$ cat src/rtl/ifetch_prefetch.sv
// Instruction-fetch initiator: drives the synchronous instruction ROM,
// buffers returned words in a small prefetch FIFO and hands a PC-tagged
// valid/ready stream to decode. Jumps flush the FIFO and squash the
// in-flight read.
module ifetch_prefetch #(
  parameter logic [23:0] RESET_PC   = 24'h000000,
  parameter int unsigned FIFO_DEPTH = 4
) (
  input  logic        CLK,
  input  logic        RST_N,
  input  logic        EN,
  output logic        IROM_CS,
  output logic [23:0] IROM_ADDR,
  input  logic [31:0] IROM_DOUT,
  input  logic        JMP_VLD,
  input  logic [23:0] JMP_ADDR,
  output logic        INSTR_VLD,
  output logic [31:0] INSTR,
  output logic [23:0] INSTR_PC,
  input  logic        INSTR_RDY
);

  localparam int unsigned PW = $clog2(FIFO_DEPTH);
  localparam int unsigned CW = PW + 1;

  typedef enum logic [1:0] {
    S_IDLE,
    S_RUN,
    S_FLUSH
  } state_t;

  state_t        state;
  logic [23:0]   fetch_pc;
  logic          pend;
  logic [23:0]   pend_pc;
  logic [CW-1:0] count;
  logic [CW-1:0] occupancy;
  logic [PW-1:0] rd_ptr;
  logic [PW-1:0] wr_ptr;
  logic [31:0]   mem_instr [FIFO_DEPTH];
  logic [23:0]   mem_pc    [FIFO_DEPTH];
  logic          issue;
  logic          push;
  logic          pop;

  // Issue/push/pop decisions. Occupancy counts the in-flight read so the
  // FIFO can never overflow; pop credit is deliberately not used for issue.
  always_comb begin
    occupancy = count + CW'(pend);
    issue     = (state == S_RUN) & EN & ~JMP_VLD & (occupancy < CW'(FIFO_DEPTH));
    push      = pend & ~JMP_VLD;
    pop       = (count != '0) & INSTR_RDY;
  end

  assign IROM_CS   = issue;
  assign IROM_ADDR = fetch_pc;
  assign INSTR_VLD = (count != '0);
  assign INSTR     = mem_instr[rd_ptr];
  assign INSTR_PC  = mem_pc[rd_ptr];

  // Fetch control FSM: a jump from any state forces a one-cycle FLUSH.
  always_ff @(posedge CLK or negedge RST_N) begin
    if (!RST_N) begin
      state <= S_IDLE;
    end else if (JMP_VLD) begin
      state <= S_FLUSH;
    end else begin
      case (state)
        S_IDLE:  if (EN) state <= S_RUN;
        S_RUN:   if (!EN) state <= S_IDLE;
        S_FLUSH: state <= EN ? S_RUN : S_IDLE;
        default: state <= S_IDLE;
      endcase
    end
  end

  // Fetch PC and pending-read tracking; a jump retargets and squashes.
  always_ff @(posedge CLK or negedge RST_N) begin
    if (!RST_N) begin
      fetch_pc <= RESET_PC;
      pend     <= 1'b0;
      pend_pc  <= '0;
    end else begin
      pend <= issue;
      if (JMP_VLD) begin
        fetch_pc <= JMP_ADDR;
      end else if (issue) begin
        fetch_pc <= fetch_pc + 24'd1;
        pend_pc  <= fetch_pc;
      end
    end
  end

  // Prefetch FIFO: write returning ROM words, advance on decode accept,
  // and empty completely on a jump.
  always_ff @(posedge CLK or negedge RST_N) begin
    if (!RST_N) begin
      count  <= '0;
      rd_ptr <= '0;
      wr_ptr <= '0;
      for (int unsigned i = 0; i < FIFO_DEPTH; i++) begin
        mem_instr[i] <= '0;
        mem_pc[i]    <= '0;
      end
    end else if (JMP_VLD) begin
      count  <= '0;
      rd_ptr <= '0;
      wr_ptr <= '0;
    end else begin
      if (push) begin
        mem_instr[wr_ptr] <= IROM_DOUT;
        mem_pc[wr_ptr]    <= pend_pc;
        wr_ptr            <= wr_ptr + PW'(1);
      end
      if (pop) begin
        rd_ptr <= rd_ptr + PW'(1);
      end
      case ({push, pop})
        2'b10:   count <= count + CW'(1);
        2'b01:   count <= count - CW'(1);
        default: count <= count;
      endcase
    end
  end

endmodule

$ cat config.mk
export PLATFORM = sky130hd
export DESIGN_NAME = ifetch_prefetch
export DESIGN_NICKNAME = d
export VERILOG_FILES = /design/src/rtl/ifetch_prefetch.sv
export SDC_FILE = /design/constraint.sdc
export NUM_CORES = 1
export LEC_CHECK = 0
export CORE_UTILIZATION = 45
export DETAILED_ROUTE_END_ITERATION = 12
export PLACE_DENSITY = 0.66
export SYNTH_ARGS = -nofsm -noshare
export SYNTH_HDL_FRONTEND = slang
export SYNTH_SLANG_ARGS = --single-unit
export TNS_END_PERCENT = 30
$ cat constraint.sdc
create_clock -name CLK -period 4.35 [get_ports CLK]
set_clock_uncertainty 0.2 [all_clocks]
set_input_delay 0.87 -clock CLK [delete_from_list [all_inputs] [get_ports CLK]]
set_output_delay 0.87 -clock CLK [all_outputs]
set_load 0.005 [all_outputs]
==> results.py, run 1 <==
metrics = {
    "run_status": {
        "status": "complete, no violations",
    },
    "power": {
        "ir_drop_uv": 259,
        "power.density_nw_per_um2": 458,
        "leakagePower_nw": 7.24,
    },
    "job": {
        "drv_cap": 0,
    },
    "setup_path": {
        "crit_arrival_ps": 2680,
        "r2r_start": "pend",
        "start_kind": "flop",
        "cp-end-kind": "output pin",
        "r2r-end": "IROM_ADDR[19]",
        "crit_type": "flop to output pin",
        "critPathRequiredTime_ps": 3280,
        "worstRegToRegCells": 7,
        "critPathMaxFanout": 22,
        "ff2ff_setup_slack_ps": 1510,
    },
    "floorplanning": {
        "fp.dieH_um": 169,
        "ios": 143,
        "rows": 60,
        "core_area_um2": 27100,
        "start_util_pct": 46.0,
        "die-area_um2": 28400,
        "die_w_um": 169,
    },
    "finish": {
        "final_nets": 1075,
        "design_area_um2": 15400,
        "area_growth_pct": 23.6,
        "layout-drive-gt1-share_pct": 35.3,
        "final_cell_mix": "dfrtp_1, mux2_2, clkdlybuf4s50_1, nand2_1, mux4_2",
        "final_common_cell": "dfrtp_1",
        "antenna_cells": 0,
    },
    "global_route": {
        "grt_overflow": 0,
        "track_usage_pct": 19.4,
        "first_global_vias": 7807,
        "grt_first_pass_wirelength_mm": 43.5,
        "grt_max_degree": 89,
        "antenna_found_initial": 0,
    },
    "clocking": {
        "cts_setup_buffers": 0,
        "insertion_delay_ps": 540,
        "cts_tree": "yes",
        "path_clk_slew_ps": 60,
        "cts_hold_buf": 0,
        "cts_htree_levels": 1,
        "numCtsBuffers": 31,
        "clockBufferDepth": 3,
        "cts.sinks": 282,
        "cts_resized": 0,
        "clock_tree.root_cell": "clkbuf_16",
    },
    "synth": {
        "ys.warnings.count": 0,
        "synthMuxAreaShare_pct": 30.2,
        "synthArstFlopShare_pct": 100,
        "synth_edf_count": 0,
        "syn_inst": 870,
        "synthSimpleGateAreaFrac_pct": 6.94,
        "syn_area_um2": 12500,
        "syn_nets": 937,
        "syn_area_per_cell_um2": 14.3,
        "yosys.area_share.adder_pct": 0.662,
        "synth_compound_area_share_pct": 2.81,
        "synth_top_family_by_area": "multiplexers",
        "synth_ff_type": "dfrtp_1",
        "yosysUniqueCellTypes": 47,
        "ys_ff_latch": 282,
        "synthXorXnorAreaFrac_pct": 0.491,
        "seq_area_frac_synth_pct": 56.6,
    },
    "drt": {
        "drtIter0Drc": 395,
        "drc": 0,
        "dr.pass1.iters": 5,
        "vias": 7623,
        "postRouteWirelength_mm": 26.6,
        "detail-route-antenna-nets": 0,
        "vias_per_cell": 5.43,
        "wl_per_cell_um": 18.9,
    },
    "sta": {
        "maxSlewHeadroom_pct": 52.6,
        "tns_ps": 0,
        "setup_viol": 0,
        "tightest_slew_ps": 710,
        "hold_viol": 0,
        "drv_slew": 0,
        "min_period_ps": 3750,
        "timing.final.crit_share_pct": 86.2,
        "rsz0062_at_grt": "no",
        "whs_ps": 119,
        "fmaxAchievable_ghz": 0.267,
    },
    "hold_path": {
        "hp-class": "primary input to asynchronous set/reset pin",
    },
    "place": {
        "routabilityCongestion": 0.794,
        "hpwl_mm": 16.7,
        "place_area_um2": 14400,
        "portBuffers": 142,
    },
}
synthesized netlist by cell type (3+ instances only):
cell,n,area (um2)
a22oi_1,3,22.5
a31oi_1,4,25.0
a32oi_1,3,26.3
and4_1,3,26.3
buf_1,3,11.3
buf_2,39,195
clkbuf_1,15,56.3
dfrtp_1,282,7060
ha_1,5,62.6
inv_1,8,30.0
mux2_2,220,2480
mux2i_1,3,30.0
mux4_2,56,1260
nand2_1,109,409
nand3_1,17,85.1
nand4_1,6,37.5
nor2_1,16,60.1
o211ai_1,4,30.0
o21ai_0,18,90.1
o311ai_0,9,78.8
or3_1,4,25.0
or4_1,4,30.0
xor2_1,5,43.8
how the worst max path moves through the flow:
stage               cells past startpoint  slack [ps]        end       from
floorplan                               5        1480    IROM_CS    JMP_VLD
CTS                                     3         510   INSTR[3]  rd_ptr[0]
global route                            3         430  INSTR[12]  rd_ptr[0]
finish                                  3         600  INSTR[12]  rd_ptr[0]
global placement                        5         930    IROM_CS    JMP_VLD
detailed placement                      5         910    IROM_CS    JMP_VLD
power breakdown:
part	switching, mW	internal, mW	leakage (nW)	total, mW
logic	0.496	0.817	2.90	1.31
registers	0.273	2.87	3.82	3.14
clock network	1.03	1.58	0.520	2.60
total	1.79	5.26	7.24	7.06
critical path, stage by stage (launching register included):
cell	delay, ps
dfrtp_4	740
buf_4	370
mux4_2	550
clkdlybuf4s50_1	460
layer usage:
| metal | GRT usage (%) | vias up | share of wire (%) |
|---|---|---|---|
| met1 | 29.0 | 3951 | 47 |
| met4 | 3.56 | 0 | 1.1 |
| li1 | - | 3455 | - |
| met3 | 3.44 | 23 | 5.4 |
| met5 | 0 | - | 0 |
| met2 | 30.0 | 194 | 46 |
sequential cells by signal, indices dropped and copies added (netlist names):
| signal | count |
|---|---|
| IROM_ADDR | 24 |
| wr_ptr | 2 |
| mem_instr | 128 |
| pend_pc | 24 |
| state | 2 |
| mem_pc | 96 |
| count | 3 |
| pend | 1 |
| rd_ptr | 2 |
cells by family after synthesis:
| group | Yosys count |
|---|---|
| DFF | 282 |
| buffers and inverters | 65 |
| xor gates and xnor gates | 7 |
| adders and majority gates | 6 |
| muxes | 279 |
| and+or+nand+nor | 180 |
| AOI/OAI and AO/OA | 51 |
final cells by class:
class                      count  area, um2
clock buffer                  41        873
clock inverter                15        154
fill                        2198      11700
inverter                       8       30.0
multi-input combinational    523       5150
sequential                   282       7060
tap                          372        465
timing repair buffer         162       1690
per-stage QoR:
step	util, %	worst slack, ps	total power [mW]	cells
floorplan	-	1480	3.80	870
global placement	53.1	929	4.51	1347
detailed placement	53.1	912	4.53	1347
CTS	56.9	511	7.16	1403
global route	56.9	428	7.39	1403
finish	56.9	598	7.06	1403
(Power assumes the default switching activity.)
==> run 2, diff against run 1 <==
Settings changed: CORE_UTILIZATION 45 to 55, PLACE_DENSITY 0.66 to 0.78.
==> results.py, run 2 (synthesis gave the netlist of run 1 again) <==
metrics = {
    "run_status": {
        "status": "finished with violations",
        "violations": "design-rule violations",
    },
    "setup_path": {
        "critPathRequiredTime_ps": 3280,
        "cp-end-kind": "output pin",
        "crit_arrival_ps": 2700,
        "crit_type": "flop to output pin",
        "start_kind": "flop",
        "critPathMaxFanout": 26,
    },
    "finish": {
        "area_growth_pct": 22.5,
        "largest_reg_flops": 128,
        "n_fill_cell": 1521,
        "final_nets": 1073,
        "regArea_um2": 7060,
        "final_cell_mix": "dfrtp_1, mux2_2, clkdlybuf4s50_1, nand2_1, mux4_2",
        "layout-drive-gt1-share_pct": 35.2,
        "regMostFlops": "mem_instr",
        "largestRegisters": "mem_instr x128, mem_pc x96",
        "multi_input_area_um2": 5150,
        "final_common_cell": "dfrtp_1",
        "final_core_util_pct": 69.4,
    },
    "place": {
        "routabilityCongestion": 0.794,
        "portBuffers": 142,
        "hpwl_mm": 16.4,
    },
    "clocking": {
        "path_clk_slew_ps": 60,
        "cts_setup_buffers": 0,
        "clock_tree.root_cell": "clkbuf_16",
        "insertion_delay_ps": 540,
        "numCtsBuffers": 30,
        "cts_htree_levels": 1,
        "cts_resized": 0,
        "cts.sinks": 282,
        "cts_hold_buf": 0,
        "clockBufferDepth": 3,
        "cts_tree": "yes",
    },
    "floorplanning": {
        "rows": 54,
        "ios": 143,
        "core_area_um2": 22000,
        "fp.dieH_um": 153,
        "die-area_um2": 23300,
        "start_util_pct": 56.7,
        "die_w_um": 153,
    },
    "global_route": {
        "grt_max_degree": 113,
        "first_global_vias": 8151,
        "grt_first_pass_wirelength_mm": 43.1,
        "antenna_found_initial": 2,
        "grt_overflow": 0,
        "track_usage_pct": 23.1,
    },
    "sta": {
        "tns_ps": 0,
        "timing.final.crit_share_pct": 86.7,
        "rsz0062_at_grt": "no",
        "tightest_slew_ps": 844,
        "setup_viol": 0,
        "maxSlewHeadroom_pct": 43.8,
        "min_period_ps": 3770,
        "hold_viol": 0,
        "drv_slew": 0,
        "fmaxAchievable_ghz": 0.265,
    },
    "drt": {
        "drc": 12,
        "vias_per_cell": 5.91,
        "detail-route-antenna-nets": 0,
        "postRouteWirelength_mm": 26.0,
        "dr.pass1.iters": 8,
        "drtIter0Drc": 405,
        "wl_per_cell_um": 19.8,
        "vias": 7744,
    },
    "power": {
        "power.density_nw_per_um2": 459,
        "leakagePower_nw": 7.22,
        "ir_drop_uv": 287,
    },
    "job": {
        "drv_cap": 0,
    },
    "hold_path": {
        "hp-class": "primary input to asynchronous set/reset pin",
    },
}
==> run 2: cell types whose count changed in the layout (fill, tap and decap cells not counted) <==
cell,before,now
inv_8,0,1
buf_12,9,8
clkinv_2,11,9
diode_2,0,1
bufinv_16,3,2
inv_6,1,0
clkinvlp_4,0,1
clkbuf_8,6,8
==> run 2: path summary, 6_finish.rpt <==
check                           startpoint             end  slack [ps]  cells after the start
worst max-delay path             rd_ptr[0]       INSTR[17]         580                      3
worst min-delay path                 RST_N  mem_instr[106]         210                      1
worst max register to register        pend    IROM_ADDR[9]        1690                      7
worst min register to register    state[0]        state[0]         240                      1
max in group asynchronous            RST_N       mem_pc[7]        2730                      2
min in group CLK                  state[0]        state[0]         240                      1
==> run 2: power breakdown <==
part           switching (mW)  total, mW  internal [mW]
sequential              0.292       3.16           2.87
combinational           0.479       1.30          0.818
clock                    1.01       2.57           1.56
total                    1.78       7.02           5.24
==> run 2: cell type report <==
class                   instances  share of cell area [%]
flip-flops and latches        282                    46.2
repair buffers                161                    10.9
clock inverters                13                   0.810
clock buffers                  43                    5.89
multi-input cells             523                    33.7
diodes                          1                  0.0164
inverters                       8                   0.196
well taps                     280                    2.29
==> run 2: critical path, stage by stage, from the launching register on <==
cell and delay, ps:
dfrtp_4 800, buf_12 310, mux4_2 550, clkdlybuf4s50_1 500
==> run 2: layer usage <==
metal	wire length (um)	global-route usage (%)
met3	1580	4.12
met5	0	0
met2	12400	36.9
met4	497	6.35
met1	11500	33.0
==> run 2: metrics by stage <==
step	hold WS, ps	std cells	power [mW]	cell area (um2)	setup WS [ps]
detailed placement	233	1254	4.51	14300	991
finish	207	1311	7.02	15300	580
global route	253	1311	7.34	15300	438
global placement	230	1254	4.48	14300	1030
floorplan	207	870	3.80	12500	1480
CTS	240	1310	7.10	15300	521
